File: src/rtl/shift_seq_ctrl.sv
// Command sequencer for a WIDTH-bit parallel-load / shift / rotate register.
// Define SHIFT_SEQ_CTRL_ABORT_EN to add the abort input and aborted flag.
module shift_seq_ctrl #(
   parameter int WIDTH = 4,
   parameter int CNT_W = 3
) (
   input  logic             clk,
   input  logic             rst,
   input  logic             cmd_valid,
   output logic             cmd_ready,
   input  logic [1:0]       cmd_op,
   input  logic [CNT_W-1:0] cmd_amt,
   input  logic [WIDTH-1:0] cmd_data,
   input  logic             sin,
`ifdef SHIFT_SEQ_CTRL_ABORT_EN
   input  logic             abort,
   output logic             aborted,
`endif
   output logic [WIDTH-1:0] dout,
   output logic             sout,
   output logic             busy,
   output logic             done
);

   typedef enum logic [1:0] {
      S_IDLE,
      S_LOAD,
      S_SHIFT,
      S_DONE
   } state_e;

   localparam logic [1:0] OP_LOAD = 2'b00;
   localparam logic [1:0] OP_SHL  = 2'b01;
   localparam logic [1:0] OP_SHR  = 2'b10;
   localparam logic [1:0] OP_ROL  = 2'b11;

   localparam logic [CNT_W-1:0] CNT_ONE = CNT_W'(1);

   state_e           state_q;
   logic [WIDTH-1:0] dout_q;
   logic [WIDTH-1:0] data_q;
   logic [WIDTH-1:0] shift_d;
   logic [CNT_W-1:0] cnt_q;
   logic [1:0]       op_q;
   logic             done_q;
   logic             abort_hit;

`ifdef SHIFT_SEQ_CTRL_ABORT_EN
   logic aborted_q;
   assign abort_hit = abort;
   assign aborted   = aborted_q;
`else
   assign abort_hit = 1'b0;
`endif

   always_comb begin
      shift_d = dout_q;
      case (op_q)
         OP_SHL:  shift_d = {dout_q[WIDTH-2:0], sin};
         OP_SHR:  shift_d = {sin, dout_q[WIDTH-1:1]};
         OP_ROL:  shift_d = {dout_q[WIDTH-2:0], dout_q[WIDTH-1]};
         default: shift_d = dout_q;
      endcase
   end

   always_ff @(posedge clk or negedge rst) begin
      if (!rst) begin
         state_q   <= S_IDLE;
         dout_q    <= '0;
         data_q    <= '0;
         cnt_q     <= '0;
         op_q      <= OP_LOAD;
         done_q    <= 1'b0;
`ifdef SHIFT_SEQ_CTRL_ABORT_EN
         aborted_q <= 1'b0;
`endif
      end else begin
         done_q    <= 1'b0;
`ifdef SHIFT_SEQ_CTRL_ABORT_EN
         aborted_q <= 1'b0;
`endif
         case (state_q)
            S_IDLE: begin
               if (cmd_valid) begin
                  op_q   <= cmd_op;
                  data_q <= cmd_data;
                  cnt_q  <= cmd_amt;
                  if (cmd_op == OP_LOAD) begin
                     state_q <= S_LOAD;
                  end else if (cmd_amt == '0) begin
                     state_q <= S_DONE;
                     done_q  <= 1'b1;
                  end else begin
                     state_q <= S_SHIFT;
                  end
               end
            end
            S_LOAD: begin
               dout_q  <= data_q;
               state_q <= S_DONE;
               done_q  <= 1'b1;
            end
            S_SHIFT: begin
               if (abort_hit) begin
                  // Abort holds dout: the edge that sees abort never shifts
                  state_q   <= S_DONE;
                  done_q    <= 1'b1;
`ifdef SHIFT_SEQ_CTRL_ABORT_EN
                  aborted_q <= 1'b1;
`endif
               end else begin
                  dout_q <= shift_d;
                  cnt_q  <= cnt_q - CNT_ONE;
                  if (cnt_q == CNT_ONE) begin
                     state_q <= S_DONE;
                     done_q  <= 1'b1;
                  end
               end
            end
            S_DONE: begin
               state_q <= S_IDLE;
            end
            default: begin
               state_q <= S_IDLE;
            end
         endcase
      end
   end

   assign cmd_ready = (state_q == S_IDLE);
   assign busy      = (state_q != S_IDLE);
   assign done      = done_q;
   assign dout      = dout_q;

   always_comb begin
      sout = 1'b0;
      if (state_q != S_IDLE) begin
         sout = (op_q == OP_SHR) ? dout_q[0] : dout_q[WIDTH-1];
      end
   end

endmodule

File: config.mk
export PLATFORM = sky130hd
export DESIGN_NAME = shift_seq_ctrl
export DESIGN_NICKNAME = d
export VERILOG_FILES = /design/src/rtl/shift_seq_ctrl.sv
export SDC_FILE = /design/constraint.sdc
export NUM_CORES = 1
export LEC_CHECK = 0
export CAP_MARGIN = 20
export CORE_MARGIN = 8
export CORE_UTILIZATION = 45
export DETAILED_ROUTE_END_ITERATION = 6
export HOLD_SLACK_MARGIN = 0.08
export PLACE_DENSITY_LB_ADDON = 0.2
export REMOVE_ABC_BUFFERS = 1
export SLEW_MARGIN = 20
export SYNTH_ARGS = -nofsm -noshare
export SYNTH_HDL_FRONTEND = slang
export SYNTH_SLANG_ARGS = --single-unit
File: constraint.sdc
create_clock -name clk -period 1.9 [get_ports clk]
set_clock_uncertainty 0.2 [all_clocks]
set_input_delay 0.285 -clock clk [delete_from_list [all_inputs] [get_ports clk]]
set_output_delay 0.285 -clock clk [all_outputs]
set_load 0.1 [all_outputs]
**Word-level counts from Yosys, hierarchy flattened**

Index checks and enable logic that the tools add are counted.

- Register bits after elaboration: 16
- Bits in latches: 0
- Memory bits (writable): 0
- ROM bits: 0
- Bits of input ports: 13
- Memories kept: 0

- $add $sub $neg: 1
- $mul: 0
- Divide/modulo/power cells: 0
- $lt $le $gt $ge: 0
- Eq/ne operators: 10
- Shift operators: 0
- Muxes and demuxes: 16
- Bitwise gates (word level): 0
- Reductions and logical operators: 10

Operators by type and width:

| cell | count |
|---|---|
| $pmux 4 s3 | 1 |
| $eq 2x2->1 const B | 4 |
| $pmux 2 s4 | 1 |
| $pmux 4 s2 | 1 |
| $reduce_and 2->1 | 4 |
| $mux 1 | 7 |
| $mux 2 | 3 |
| $pmux 3 s2 | 1 |
| $reduce_bool 2->1 | 3 |
| $eq 2x1->1 const B | 2 |
| $logic_not 2->1 | 2 |
| $ne 2x2->1 const B | 2 |
| $ne 4x2->1 const B | 1 |
| $eq 3x1->1 const B | 1 |
| $logic_not 3->1 | 1 |
| $mux 3 | 1 |
| $pmux 1 s3 | 1 |
| $sub 3x1->3 const B | 1 |

**Longest topological paths before layout**

Gate-level depths: netlist (run 1).

- Depth in word-level cells: 5
- Gate-level depth with buffers: 6
- Depth with buffers taken out: 5

**Worst setup path before layout (run 1)**

Ideal clock, no wire load.

- Path type: reg-to-output
- Start point: register state_q[0]
- End point: output sout
- Data arrival time: 2.592 ns
- Required time: 1.415 ns
- Path slack: -1.177 ns
- Cell stages (with the launch flop): 5
- Path buffers: 1
- Path through: dfrtp_1 -> inv_1 -> ha_1 -> buf_2 -> nor2_1

- Cells in the longest elaborated chain, start to end: 2

RTL lines:

| item | RTL line | RTL |
|---|---|---|
| start: declaration | 39 | `state_e state_q;` |
| start signal: assignment | 68 | `state_q <= S_IDLE;` |
| start signal: assignment | 89 | `state_q <= S_LOAD;` |
| start signal: assignment | 91 | `state_q <= S_DONE;` |
| $reduce_bool 2->1 | 137 | `if (state_q != S_IDLE) begin` |
| $mux 1 | 137 |  |
| end: declaration | 20 | `output logic sout,` |

Every way passes these cells.

**Worst setup path in the final report (run 1)**

- Start point: register op_q[0]
- End point: output sout

- Cells in the longest elaborated chain, start to end: 3

RTL lines:

| item | RTL line | RTL |
|---|---|---|
| start: declaration | 44 | `logic [1:0] op_q;` |
| start signal: assignment | 85 | `op_q <= cmd_op;` |
| $eq 2x2->1 | 138 | `sout = (op_q == OP_SHR) ? dout_q[0] : dout_q[WIDTH-1];` |
| $mux 1 | 138 |  |
| $mux 1 | 137 |  |

Every way passes these cells.

==> metrics.csv, run 1 <==
metric;value;unit
drive_gt1_share;33.3;%
cts_num_sinks;16;
fin_ws;18.9;ps
drt_iter0_drc;17;
yosysUniqueCellTypes;31;
grt_first_pass_wirelength;4110;µm
fmax;532;MHz
track_usage;14.7;%
via_count;848;
slew_viol_final;0;
grt_overflow;0;
instances_no_fill;153;
critPathArrivalTime;1400;ps
n_antenna_cell;0;
core-area;0.00198;mm²
io_pins;21;
die_h;62.0;µm
die_x;62.0;µm
period_share;99.0;%
dieArea;0.00385;mm²
nNetsFinal;146;
outcome;complete, no violations;
worstSetupEndpointType;primary output;
grt_pass1_vias;827;
worstSkewPairLatency;300;ps
nFillCells;130;
clk_path_buf_depth;2;
syn2layout_area_growth;47.9;%
syn_inst;93;
cts_made_buffers;3;
firstDrtPassIters;4;
dp.cells;143;
synth_seq_cells;16;
period_needed;1880;ps
start_util;48.1;%
clkTransAtPathRegs;100;ps
rows;16;
required;1410;ps
finalSetupViolCount;0;
routed_wl;2490;µm
crit_path_max_fanout;4;
synth-seq-area-share;42.0;%
io_buffers;20;
critPathKind;flip-flop to primary output;
dpl_worst_slack;49.3;ps
cts_max_level;1;
whs;99.1;ps
synth_area;953;µm²
hold_viol;0;
ant_nets;0;
tightestPinTransition;263;ps
startpoint;op_q[0];
critPathLaunchType;flip-flop;
grt_max_degree;17;
hp-class;primary input to async pin;
relSlewSlack;82.4;%
antenna_found_initial;0;
root_buffer;clkbuf_4;
vias_per_cell;5.54;
reg2reg_from;state_q[1];
final_core_utilization;71.1;%
syn_avg_cell_area;10.3;µm²
remaining_drc_errors;0;
maxCapViolCount;0;
dp_hpwl;1750;µm
cts_tree;done;
wire_per_inst;16.3;µm
gp_congestion;0.821;
yosysWarnings;0;
rsz0062_at_grt;true;
## layout by cell type, fill, tap and decap left out, types with 2 or more instances in the layout
| cell | netlist | layout |
|---|---|---|
| mux2i_1 | 2 | 2 |
| o21ai_0 | 4 | 4 |
| buf_12 | 0 | 8 |
| o211ai_1 | 4 | 4 |
| a211oi_1 | 3 | 3 |
| nor3_1 | 2 | 2 |
| dfrtp_1 | 16 | 15 |
| or2_2 | 2 | 2 |
| nand2b_1 | 3 | 2 |
| and3b_1 | 3 | 3 |
| inv_2 | 0 | 3 |
| nand2_1 | 4 | 4 |
| nand3_1 | 3 | 3 |
| o22ai_1 | 3 | 3 |
| clkdlybuf4s50_1 | 0 | 12 |
| o2bb2ai_1 | 4 | 4 |
| clkbuf_4 | 0 | 3 |
| ha_1 | 6 | 4 |
| buf_4 | 0 | 13 |
| inv_1 | 7 | 4 |
| mux2_2 | 6 | 6 |
| a21oi_1 | 5 | 5 |
## area by class of cell
cell class | count | area, µm² | share of cell area, %
well taps | 27 | 33.8 | 2.40
repair buffers | 33 | 378 | 26.8
multi-input cells | 66 | 534 | 37.9
clock buffers | 4 | 36.3 | 2.57
inverters | 7 | 26.3 | 1.86
flip-flops and latches | 16 | 402 | 28.5
## path summary, 6_finish.rpt
path,slack (ps),cells after the start,endpoint
worst max-delay path,20,4,sout
worst min-delay path,100,2,dout[2]
worst max register to register,100,7,state_q[0]
worst min register to register,330,1,data_q[0]
max in group asynchronous,1200,2,op_q[1]
min in group clk,330,1,data_q[0]
## critical path, cell delays in order (launching register included)
cell	delay (ps)
dfrtp_1	430
nand2b_4	180
mux2i_1	130
nor2_2	170
buf_12	190
## kinds of logic after synthesis
kind of cell	share of synthesized area [%]
simple gates	13.1
compound gates	22.3
buf+inv	4.59
xor+xnor	0.919
flops	42.0
mux	9.19
fa+ha+maj	7.87
## registers in the layout (all words and copies together), names as in the netlist
signal,count
state_q,2
op_q,2
data_q,4
cnt_q,3
dout,4
done,1
## Yosys cell counts
library cell  number  share of area (%)
or3b_1             1               0.92
o21ai_0            4                2.1
inv_1              7                2.8
mux2_2             6                7.1
nor2_1             1               0.39
xor2_1             1               0.92
o2bb2ai_1          4                3.7
o211ai_1           4                3.1
nor3_1             2                1.0
a311oi_1           1               0.92
and3b_1            3                2.8
o22ai_1            3                2.0
nand2b_1           3                2.0
mux2i_1            2                2.1
a21o_1             1               0.79
a41oi_1            1               0.92
or4_1              1               0.79
or2b_1             1               0.79
a211oi_1           3                2.4
buf_2              2                1.0
a221oi_1           1               0.92
nand2_1            4                1.6
a21oi_1            5                2.6
dfrtp_1           16                 42
o21ba_2            1                1.0
a21boi_0           1               0.79
clkbuf_1           2               0.79
o2bb2a_1           1                1.0
ha_1               6                7.9
nand3_1            3                1.6
or2_2              2                1.3
## per-layer routing
| layer | wire (µm) | GRT usage (%) | share of wire, % |
|---|---|---|---|
| met2 | 1160 | 21.5 | 47 |
| met4 | 76 | 8.77 | 3.0 |
| met3 | 200 | 4.53 | 8.0 |
| met1 | 1050 | 18.4 | 42 |
| met5 | 0 | 0 | 0 |
## repair_timing
item | 4_1_cts | 5_1_grt
hold buffers | 0 | 0
hold endpoints to repair | 0 | 0
buffers inserted | 1 | 5
resized for setup | 6 | 3
endpoints found under the setup margin | 4 | 6
pin swaps | 1 | 1
## stage by stage
stage	cell area, µm²	setup TNS (ps)
2_1_floorplan	936	-8040
3_3_place_gp	1300	0
3_5_place_dp	1300	0
4_1_cts	1370	0
5_1_grt	1410	-46.8
6_report	1410	0
Power of run 1 is left out: the tool's default activity adds up to more than one toggle a clock period on the data nets, which glitch-free logic cannot reach.
==> run 2: changes to the inputs <==
--- a/config.mk
+++ b/config.mk
@@ -9,6 +9,7 @@
 export CORE_MARGIN = 8
 export CORE_UTILIZATION = 45
 export DETAILED_ROUTE_END_ITERATION = 6
+export DONT_BUFFER_PORTS = 1
 export HOLD_SLACK_MARGIN = 0.08
 export PLACE_DENSITY_LB_ADDON = 0.2
 export REMOVE_ABC_BUFFERS = 1
==> constraint.sdc (replaced) <==
create_clock -name clk -period 2.3 [get_ports clk]
set_clock_uncertainty 0.2 [all_clocks]
set_input_delay 0.345 -clock clk [delete_from_list [all_inputs] [get_ports clk]]
set_output_delay 0.345 -clock clk [all_outputs]
set_load 0.1 [all_outputs]
==> run 2 against run 1 <==
Global-route usage fell by 1.7 points. Routed wire length fell by 6.7%. Die area did not move. Worst hold slack got worse by 12 ps. Design area fell by 16%. Critical path depth did not move. Via count fell by 4.8%. Sequential share of layout area rose by 5.1 points. Sequential cell count did not move. Register-to-register slack improved by 230 ps. Largest cell class unchanged.
==> metrics.csv, run 2 (same netlist as run 1, synthesis figures left out) <==
metric;value;unit;change
outcome;complete, no violations;;
clkTransAtPathRegs;100;ps;about the same
use_met1;16.4;%;-1.9 points
cts_num_sinks;16;;unchanged
fin_ws;203;ps;+185 ps
clk_path_buf_depth;2;;unchanged
worstSetupEndpointType;primary output;;
firstDrtPassIters;4;;unchanged
die_x;62.0;µm;unchanged
critPathLaunchType;flip-flop;;
worstSkewPairLatency;290;ps;about the same
dp_hpwl;1570;µm;-10%
ant_nets;0;;unchanged
relSlewSlack;49.8;%;-33 points
start_util;48.1;%;unchanged
final_cell_mix;dfrtp_1 (16), dlygate4sd3_1 (10), buf_4 (8);;
hp-class;primary input to flip-flop;;
cts_made_buffers;3;;unchanged
gp_congestion;0.860;;+4.8%
io_buffers;0;;-100%
period_share;91.2;%;
grt_overflow;0;;unchanged
via_count;807;;-4.8%
grt-busiest-layer;met2;;
cts_tree;done;;
required;1750;ps;+340 ps
track_usage;13.0;%;-1.7 points
remaining_drc_errors;0;;unchanged
routed_wl;2330;µm;-6.7%
final_core_utilization;60.1;%;-11 points
core-area;0.00198;mm²;unchanged
critPathKind;flip-flop to primary output;;
nNetsFinal;132;;-9.6%
mostFrequentLayoutCell;dfrtp_1;;
critPathArrivalTime;1550;ps;+150 ps
n_antenna_cell;0;;unchanged
crit_path_max_fanout;13;;+9
grt_pass1_vias;777;;-6.0%
drive_gt1_share;21.4;%;-12 points
finalSetupViolCount;0;;unchanged
grt_max_degree;17;;unchanged
rsz0062_at_grt;false;;
period_needed;2100;ps;
syn2layout_area_growth;24.9;%;
cts_max_level;1;;unchanged
dpl_worst_slack;293;ps;+243 ps
slew_viol_final;0;;unchanged
use_met2;20.5;%;-1.0 points
rows;16;;unchanged
fmax;477;MHz;
maxCapViolCount;0;;unchanged
vias_per_cell;5.81;;+4.8%
use_met3;3.29;%;-1.2 points
die_h;62.0;µm;unchanged
dieArea;0.00385;mm²;unchanged
tightestPinTransition;750;ps;+487 ps
wire_per_inst;16.7;µm;+2.7%
antenna_found_initial;0;;unchanged
grt_first_pass_wirelength;3740;µm;-9.1%
hold_viol;0;;unchanged
io_pins;21;;unchanged
root_buffer;clkbuf_4;;
drt_iter0_drc;19;;+2
[run 2: path summary, 6_finish.rpt]
kind	start	endpoint	slack, ps	depth (start not counted)
max	state_q[0]	busy	200	4
min	cmd_valid	cnt_q[0]	90	3
max in group asynchronous	rst	state_q[1]	1080	1
max reg2reg	state_q[0]	cnt_q[2]	330	6
min reg2reg	data_q[0]	data_q[0]	320	1
min in group asynchronous	rst	dout[2]	350	1
[run 2: metal layers]
layer  vias up  part of all wire (%)  wire (µm)
met5         -                     0          0
met4         0                   1.1         26
met3         4                    10        242
met2        44                    47       1090
met1       375                    42        969
li1        384                     -          -
[run 2: final cells by class]
cell class / count / area [µm²]
Fill cell: 164 / 791
Multi-Input combinational cell: 66 / 514
Sequential cell: 16 / 400
Timing Repair Buffer: 19 / 180
Clock buffer: 4 / 36.3
Tap cell: 27 / 33.8
Inverter: 7 / 26.3
[run 2: per-stage QoR]
step | hold slack (ps) | area (µm²) | TNS [ps] | cells
after global routing | 111 | 1190 | 0 | 139
after detailed placement | -150 | 1050 | 0 | 125
after floorplan | -151 | 936 | -3150 | 89
final | 87.1 | 1190 | 0 | 139
after global placement | -150 | 1050 | 0 | 125
after CTS | 84.0 | 1190 | 0 | 139
[run 2: worst max-delay path, stage by stage (launching register included)]
cell	delay, ps
dfrtp_1	430
inv_1	110
ha_2	350
inv_1	120
buf_4	250
[run 2: what timing repair did]
item / 4_1_cts / 5_1_grt
setup buffers: 0 / 0
resized for setup: 0 / 1
endpoints found under the hold margin: 24 / 0
hold buffers: 10 / 0
endpoints found under the setup margin: 0 / 1
Power of run 2 is left out for the same reason.
==> run 3: changes to the inputs <==
--- a/config.mk
+++ b/config.mk
@@ -13,7 +13,6 @@
 export HOLD_SLACK_MARGIN = 0.08
 export PLACE_DENSITY_LB_ADDON = 0.2
 export REMOVE_ABC_BUFFERS = 1
-export SLEW_MARGIN = 20
 export SYNTH_ARGS = -nofsm -noshare
 export SYNTH_HDL_FRONTEND = slang
 export SYNTH_SLANG_ARGS = --single-unit
==> results of run 3 <==
Same layout as run 2: the final DEF is identical, and so are final timing and power.
Power of run 3 is left out for the same reason.
